`config.mk`:
```
export PLATFORM = sky130hd
export DESIGN_NAME = fetch_stage
export DESIGN_NICKNAME = d
export VERILOG_FILES = /design/src/rtl/fetch_stage.sv
export SDC_FILE = /design/constraint.sdc
export NUM_CORES = 1
export LEC_CHECK = 0
export BUFFER_PORTS_ARGS = -buffer_cell sky130_fd_sc_hd__buf_2
export CAP_MARGIN = 20
export CORE_AREA = 5 5 151 153
export CTS_CLUSTER_SIZE = 28
export DETAILED_ROUTE_END_ITERATION = 10
export DIE_AREA = 0 0 156 158
export PLACE_DENSITY_LB_ADDON = 0.15
export SYNTH_ARGS = -nofsm -noshare
export SYNTH_HDL_FRONTEND = slang
export SYNTH_SLANG_ARGS = --single-unit
export TNS_END_PERCENT = 20
```
`constraint.sdc`:
```
create_clock -name clk -period 7.7 [get_ports clk]
set_input_delay 0.385 -clock clk [delete_from_list [all_inputs] [get_ports clk]]
set_output_delay 0.385 -clock clk [all_outputs]
set_load 0.05 [all_outputs]
```
`src/rtl/fetch_stage.sv`:
```
`default_nettype none
// ============================================================================
// Module   : fetch_stage
// Purpose  : Instruction-fetch stage of the RV32I pipeline. Owns the PC,
//            issues word fetches over a req/gnt + rvalid memory interface,
//            buffers returned words with their PCs in a small queue and hands
//            them to decode under a valid/ready handshake. Redirects from EX
//            flush the queue and discard stale in-flight responses.
// Ports    : clk, rst            - clock, async active-high reset
//            imem_req/addr/gnt   - fetch request channel
//            imem_rvalid/rdata   - in-order fetch response channel
//            redirect/redirect_pc- control-flow change from EX
//            id_ready            - decode can accept
//            if_valid/instr/pc/pc4 - IF/ID boundary outputs
// Revision : 1.0 - initial release
// ============================================================================
module fetch_stage #(
  parameter int              XLEN     = 32,
  parameter logic [XLEN-1:0] RESET_PC = '0,
  parameter int              DEPTH    = 2
) (
  input  logic            clk,
  input  logic            rst,
  output logic            imem_req,
  output logic [XLEN-1:0] imem_addr,
  input  logic            imem_gnt,
  input  logic            imem_rvalid,
  input  logic [31:0]     imem_rdata,
  input  logic            redirect,
  input  logic [XLEN-1:0] redirect_pc,
  input  logic            id_ready,
  output logic            if_valid,
  output logic [31:0]     if_instr,
  output logic [XLEN-1:0] if_pc,
  output logic [XLEN-1:0] if_pc4
);

  localparam int              CW        = $clog2(DEPTH + 1);
  localparam int              PW        = (DEPTH > 1) ? $clog2(DEPTH) : 1;
  localparam logic [CW:0]     C_DEPTH   = (CW + 1)'(DEPTH);
  localparam logic [31:0]     C_NOP     = 32'h0000_0013;
  localparam logic [XLEN-1:0] C_PC_STEP = XLEN'(4);

  // Architectural state
  logic [XLEN-1:0] pc_q;
  logic [XLEN-1:0] resp_pc_q;
  logic [CW-1:0]   out_cnt;
  logic [CW-1:0]   disc_cnt;
  logic [XLEN-1:0] last_pc;

  // Instruction queue
  logic [31:0]     q_instr [DEPTH];
  logic [XLEN-1:0] q_pc    [DEPTH];
  logic [PW-1:0]   head;
  logic [PW-1:0]   tail;
  logic [CW-1:0]   count;

  logic            credit_ok;
  logic            grant;
  logic            pop;
  logic            keep;
  logic            drop;
  logic [XLEN-1:0] target_pc;
  logic            unused_bits;

  function automatic logic [PW-1:0] ptr_inc(input logic [PW-1:0] p);
    if (p == PW'(DEPTH - 1)) begin
      return '0;
    end
    return p + PW'(1);
  endfunction

  // Low address bits of the target are ignored; instructions are word aligned.
  assign target_pc   = {redirect_pc[XLEN-1:2], 2'b00};
  assign unused_bits = ^redirect_pc[1:0];

  // Credit counts outstanding requests plus queued words, so every granted
  // request is guaranteed a queue slot when it returns. A pop in the same
  // cycle is deliberately not credited to keep this path short.
  assign credit_ok = ({1'b0, out_cnt} + {1'b0, count}) < C_DEPTH;
  assign imem_req  = !rst && !redirect && credit_ok;
  assign imem_addr = pc_q;
  assign grant     = imem_req && imem_gnt;

  assign if_valid  = (count != '0);
  assign pop       = if_valid && id_ready && !redirect;
  assign keep      = imem_rvalid && !redirect && (disc_cnt == '0);
  assign drop      = imem_rvalid && !redirect && (disc_cnt != '0);

  // When empty, decode sees a NOP while the PC outputs keep the last
  // delivered address.
  always_comb begin
    if_instr = C_NOP;
    if_pc    = last_pc;
    if (if_valid) begin
      if_instr = q_instr[head];
      if_pc    = q_pc[head];
    end
    if_pc4 = if_pc + C_PC_STEP;
  end

  always_ff @(posedge clk or posedge rst) begin
    if (rst) begin
      pc_q      <= RESET_PC;
      resp_pc_q <= RESET_PC;
      out_cnt   <= '0;
      disc_cnt  <= '0;
      head      <= '0;
      tail      <= '0;
      count     <= '0;
      last_pc   <= '0;
    end else if (redirect) begin
      pc_q      <= target_pc;
      resp_pc_q <= target_pc;
      head      <= '0;
      tail      <= '0;
      count     <= '0;
      // Everything still in flight is stale, including words already owed
      // to an earlier discard; a response arriving now is dropped as well.
      out_cnt   <= out_cnt - CW'(imem_rvalid);
      disc_cnt  <= out_cnt - CW'(imem_rvalid);
    end else begin
      if (grant) begin
        pc_q <= pc_q + C_PC_STEP;
      end
      out_cnt <= out_cnt + CW'(grant) - CW'(imem_rvalid);
      if (drop) begin
        disc_cnt <= disc_cnt - CW'(1);
      end
      if (keep) begin
        resp_pc_q <= resp_pc_q + C_PC_STEP;
        tail      <= ptr_inc(tail);
      end
      if (pop) begin
        head    <= ptr_inc(head);
        last_pc <= q_pc[head];
      end
      count <= count + CW'(keep) - CW'(pop);
    end
  end

  // Queue payload needs no reset: it is only observed while count != 0.
  always_ff @(posedge clk) begin
    if (keep) begin
      q_instr[tail] <= imem_rdata;
      q_pc[tail]    <= resp_pc_q;
    end
  end

  // Protocol check: a response must always match an outstanding request.
  always @(posedge clk) begin
    if (!rst) begin
      assert (!(imem_rvalid && (out_cnt == '0)));
    end
  end

endmodule
`default_nettype wire

```
# Word level (Yosys, flattened, before mapping)
# Memory sizes are Yosys's and may differ from the RTL's.
# Cells that the tools add are included.
word_totals:
  reg_bits: 104
  ramBits: 128
  in_bits: 70
  output_inout_bits: 130
  word_cells: 68
  memories: 2
mem_list:
  columns: ["memory", "depth", "width", "rd", "rd_ports_with_merged_regs", "write_ports", "line", "text"]
  rows:
  - ["q_instr", 2, 32, 1, 0, 1, "52", "logic [31:0] q_instr [DEPTH];"]
  - ["q_pc", 2, 32, 1, 0, 1, "53", "logic [XLEN-1:0] q_pc [DEPTH];"]
op_classes:
  add_sub_neg: 12
  order_cmp: 1
  n_mux: 26
  bitwise: 1
  n_reduce_logical: 18
ops:
  columns: ["op", "n"]
  rows:
  - ["32-bit two-way mux", 6]
  - ["32-bit by 3-bit adder with 32-bit output, second input constant", 3]
  - ["1-bit two-way mux", 16]
  - ["2-bit nonzero test", 6]
  - ["1-bit logical AND", 8]
  - ["2-bit two-way mux", 4]
  - ["2-bit by 1-bit subtractor with 2-bit output", 3]
  - ["2-bit by 1-bit adder with 2-bit output", 2]
  - ["2-bit by 2-bit adder with 3-bit output", 1]
  - ["3-bit by 2-bit less-than comparator with 1-bit output, second input constant", 1]
  - ["1-bit adder, second input constant", 2]
  - ["1-bit logical NOT", 2]
  - ["2-bit logical NOT", 1]
  - ["2-bit AND reduction", 1]
  - ["2-bit by 1-bit subtractor with 2-bit output, second input constant", 1]
  - ["1-bit NOT", 1]

# Depth between registers and ports, before layout
depth:
  ltp_word: 8
  ltp_mapped: 16

# Least setup slack after synthesis
# OpenSTA, ideal clock, no wires.
synth_timing:
  path_kind: "input to register"
  from: "input redirect"
  to: "memory q_instr[0][0], enable pin"
  setup_time_ns: 0.559
  arrival_ns: 5.250
  required_time_ns: 7.141
  path_slack_ns: 1.891
  path_stages: 4
  path_cell_list: "clkbuf_1 buf_1 clkbuf_1 nor3_1"
synth_between:
  elab_chain_len: 5
synth_lines:
  columns: ["element", "line", "text"]
  rows:
  - ["start, declared", "29", "input logic redirect,"]
  - ["1-bit logical NOT", "87", "assign keep = imem_rvalid && !redirect && (disc_cnt == '0);"]
  - ["1-bit logical AND (2 in a row)", "87", null]
  - ["1-bit two-way mux", "144", "if (keep) begin"]
  - ["1-bit two-way mux (implied by the code)", "145", "q_instr[tail] <= imem_rdata;"]
  - ["end, declared", "52", null]
# No other way between the ends.

# Final worst setup path
layout_timing:
  from: "register count[0]"
  to: "output if_pc4[24]"
layout_between:
  elab_chain_len: 3
layout_lines:
  columns: ["element", "line", "text"]
  rows:
  - ["start, declared", "56", "logic [CW-1:0] count;"]
  - ["start signal, assigned", "138", "count <= count + CW'(keep) - CW'(pop);"]
  - ["2-bit nonzero test", "85", "assign if_valid = (count != '0);"]
  - ["32-bit two-way mux", "95", "if (if_valid) begin"]
  - ["32-bit by 3-bit adder with 32-bit output", "99", "if_pc4 = if_pc + C_PC_STEP;"]
  - ["end, declared", "35", "output logic [XLEN-1:0] if_pc4"]
# No other way between the ends.

==> run metrics <==
status complete, no violations; wire per inst 16.61 um; main flop type after synthesis edfxtp_1; Core Rows 54; IO Port Bufs 191; FF-to-FF Start count[0]; Tmin final 4.778 ns; GPL Wtd Cong 0.8419; HP Class in2async; number of global-route vias before repair 7095; Seq cells post-synth 222; layout cells sized above 1 22.86%; Synth Cell Area 10510 sq um; clock sinks 222; CP most frequent cell inv_1; setup TNS after final layout 0 ns; CTS tree yes; Final Slew Violations 0; Post-CTS Setup Inserts 0; crit end category primary output; fillers 1831; Die ar. 24650 sq um; Seq/Total Area, Yosys 58.78%; Crit path arrival time 4.39 ns; critical path's slowest cell nor2_4; ant diodes 0; final wirelength 23.32 mm; startpoint types register; asr flop ratio synth 44.14%; Starting Density 49.06%; Reg2Reg Depth 13; area delta synth->final 17.53%; max_slew headroom 26.16%; GRT overflow 0; Post-synth EDFFs 124; top cells by area, synth edfxtp_1 35%, dfrtp_1 23%, mux2i_1 6.0%; reg2reg end out_cnt[1]; dpl hpwl 15.89 mm; first drt pass iteration count 5; Reg2Reg Setup Slack 3.53 ns; Finished Core Util 57.66%; Multi-input gate area 3929 sq um; total track usage 18.65%; clk slew on worst S/H paths 0.06 ns; Placed Area 11640 sq um; Final Hold Violating Endpoints 0; Clk Latency, worst-skew pair 0.50 ns; CP max FO 41; core area 21420 sq um; Iteration-0 DRC Markers 424; cell taking the most area after synthesis edfxtp_1; Post-Syn Instances 929; slowest stage delay, CP 0.62 ns; final worst path period share 62.05%; hold_buf cts 0; initial antenna violation count 0; crit path cell chain buf_4, nor2_4, inv_2, a21o_1, inv_1, ha_1, inv_1, nor3_2, nand4_2, nor4_2, xor2_1, buf_2; Worst Clk Skew 0.01329 ns; measured slew at the worst slew-check pin 1.104 ns; Final Cell Area 12350 sq um; Clock Path Buffers 3; Fmax achieved 209.3 MHz; root buffer cell clkbuf_16; Yosys top cell area share 35.44%; Reg area 6180 sq um; drt drc 0; pin count of the biggest net entering global routing 65; Pleak 0.004967 uW; Syn Area/Cell 11.31 sq um; first-pass GRT wire length 37.24 mm; Critical Path RT 7.32 ns; maximum VDD drop 0.1992 mV; Critical Path End if_pc4[24]; Critical Path Source count[0]; maximum capacitance violations 0; die height 158 um; Final setup viols 0; cts bufs inserted 22; RSZ-0062 raised after global routing no; antenna violation net count after detailed routing 0; Vias 7579; Syn. warnings 0; H-tree level count 1; post-DR vias/cell 5.398; crit path kind reg2out; Die Width 156 um; Distinct cells, synth 55; I/O pins 200; post-CTS sizing 0; power per cell area 408.4 nW/um^2; post-layout net count 1188
## logic make-up after synthesis
family / share of synthesized area, %
buffers and inverters: 4.144
adders and majority gates: 1.262
xor gates and xnor gates: 5.418
and+or+nand+nor: 15.05
muxes: 6.216
AOI/OAI and AO/OA: 9.098
other: 0.03569
DFF: 58.78
## flip-flops by register name, indices dropped and copies added (netlist names)
register / flops
head: 1
q_pc: 60
resp_pc_q: 30
tail: 1
imem_addr: 30
disc_cnt: 2
q_instr: 64
count: 2
last_pc: 30
out_cnt: 2
## per-layer routing
metal,wire (um),global-route usage (%),vias to the layer above
li1,-,-,3672
met1,11020,28.29,3619
met2,10290,28.68,260
met3,1678,2.788,28
met4,333,4.127,0
met5,0,0,-
## report_power, final
| part | leakage (uW) | total, uW | internal (uW) | switching, uW |
|---|---|---|---|---|
| registers | 0.00230 | 1570 | 1440 | 127 |
| logic | 0.00232 | 2430 | 594 | 1830 |
| clock network | 0.000346 | 1050 | 624 | 423 |
## critical path, delay by kind of cell, from the launching register on
| family | cells | cell delay (ns) |
|---|---|---|
| xor gates and xnor gates | 1 | 0.15 |
| buffers and inverters | 5 | 1.18 |
| AOI/OAI and AO/OA | 1 | 0.35 |
| DFF | 1 | 0.36 |
| adders and majority gates | 1 | 0.17 |
| and+or+nand+nor | 4 | 1.64 |
## cell usage in the layout, fill, tap and decap left out, drive strengths merged, types with 3 or more instances in the layout
cell    Yosys  layout
a21o       24      24
a21oi      43      43
a31oi       6       6
and3        8       8
and4        5       5
buf        24     199
clkbuf     25      31
clkinv      1       8
conb        1       6
dfrtp      98      98
edfxtp    124     124
ha          9       9
inv        43      42
mux2i      63      63
nand2      81      81
nand2b      3       3
nand3      30      30
nand4      18      18
nor2      101     101
nor3       43      43
nor4       11      11
o211ai      8       8
o21ai      54      54
o311ai     14      14
o41ai       3       3
or3         3       3
or4         3       3
xnor2      37      37
xor2       28      28
## metrics by stage
| stage | power, uW | instances | setup WS, ns | hold WS (ns) |
|---|---|---|---|---|
| 5_1_grt | 5312 | 1404 | 2.587 | 0.05373 |
| 3_5_place_dp | 4032 | 1364 | 3.400 | 0.4951 |
| 3_3_place_gp | 4004 | 1364 | 3.399 | 0.4889 |
| 4_1_cts | 5092 | 1404 | 2.851 | 0.03840 |
| 6_report | 5044 | 1404 | 2.922 | 0.004678 |
| 2_1_floorplan | 3540 | 934 | 1.891 | 0.4616 |
## worst min path at each step
stage / start / to / slack, ns / cells after the start
2_1_floorplan: resp_pc_q[31] / q_pc[0][31] / 0.46 / 0
5_1_grt: rst / out_cnt[0] / 0.05 / 2
3_5_place_dp: last_pc[5] / last_pc[5] / 0.50 / 1
4_1_cts: rst / resp_pc_q[4] / 0.04 / 2
3_3_place_gp: last_pc[5] / last_pc[5] / 0.49 / 1
6_report: rst / resp_pc_q[4] / 0.005 / 2
## synth_stat cells (all sizes together), types with 3 or more instances
cell and instances:
o21ai 54, edfxtp 124, clkbuf 25, dfrtp 98
nand4 18, nand3 30, or4 3, o41ai 3
o211ai 8, o311ai 14, a21o 24, buf 24
nor4 11, or3 3, a31oi 6, nor2 101
xor2 28, nand2 81, inv 43, ha 9
nand2b 3, xnor2 37, a21oi 43, and4 5
and3 8, nor3 43, mux2i 63
## final cells by class
| class | instances | share of cell area [%] |
|---|---|---|
| Clock buffer | 31 | 4.985 |
| Clock inverter | 9 | 0.7497 |
| Inverter | 44 | 1.348 |
| Multi-Input combinational cell | 619 | 31.81 |
| Sequential cell | 222 | 50.04 |
| Tap cell | 280 | 2.837 |
| Timing Repair Buffer | 199 | 8.227 |
Power figures use the tool's default switching activity.
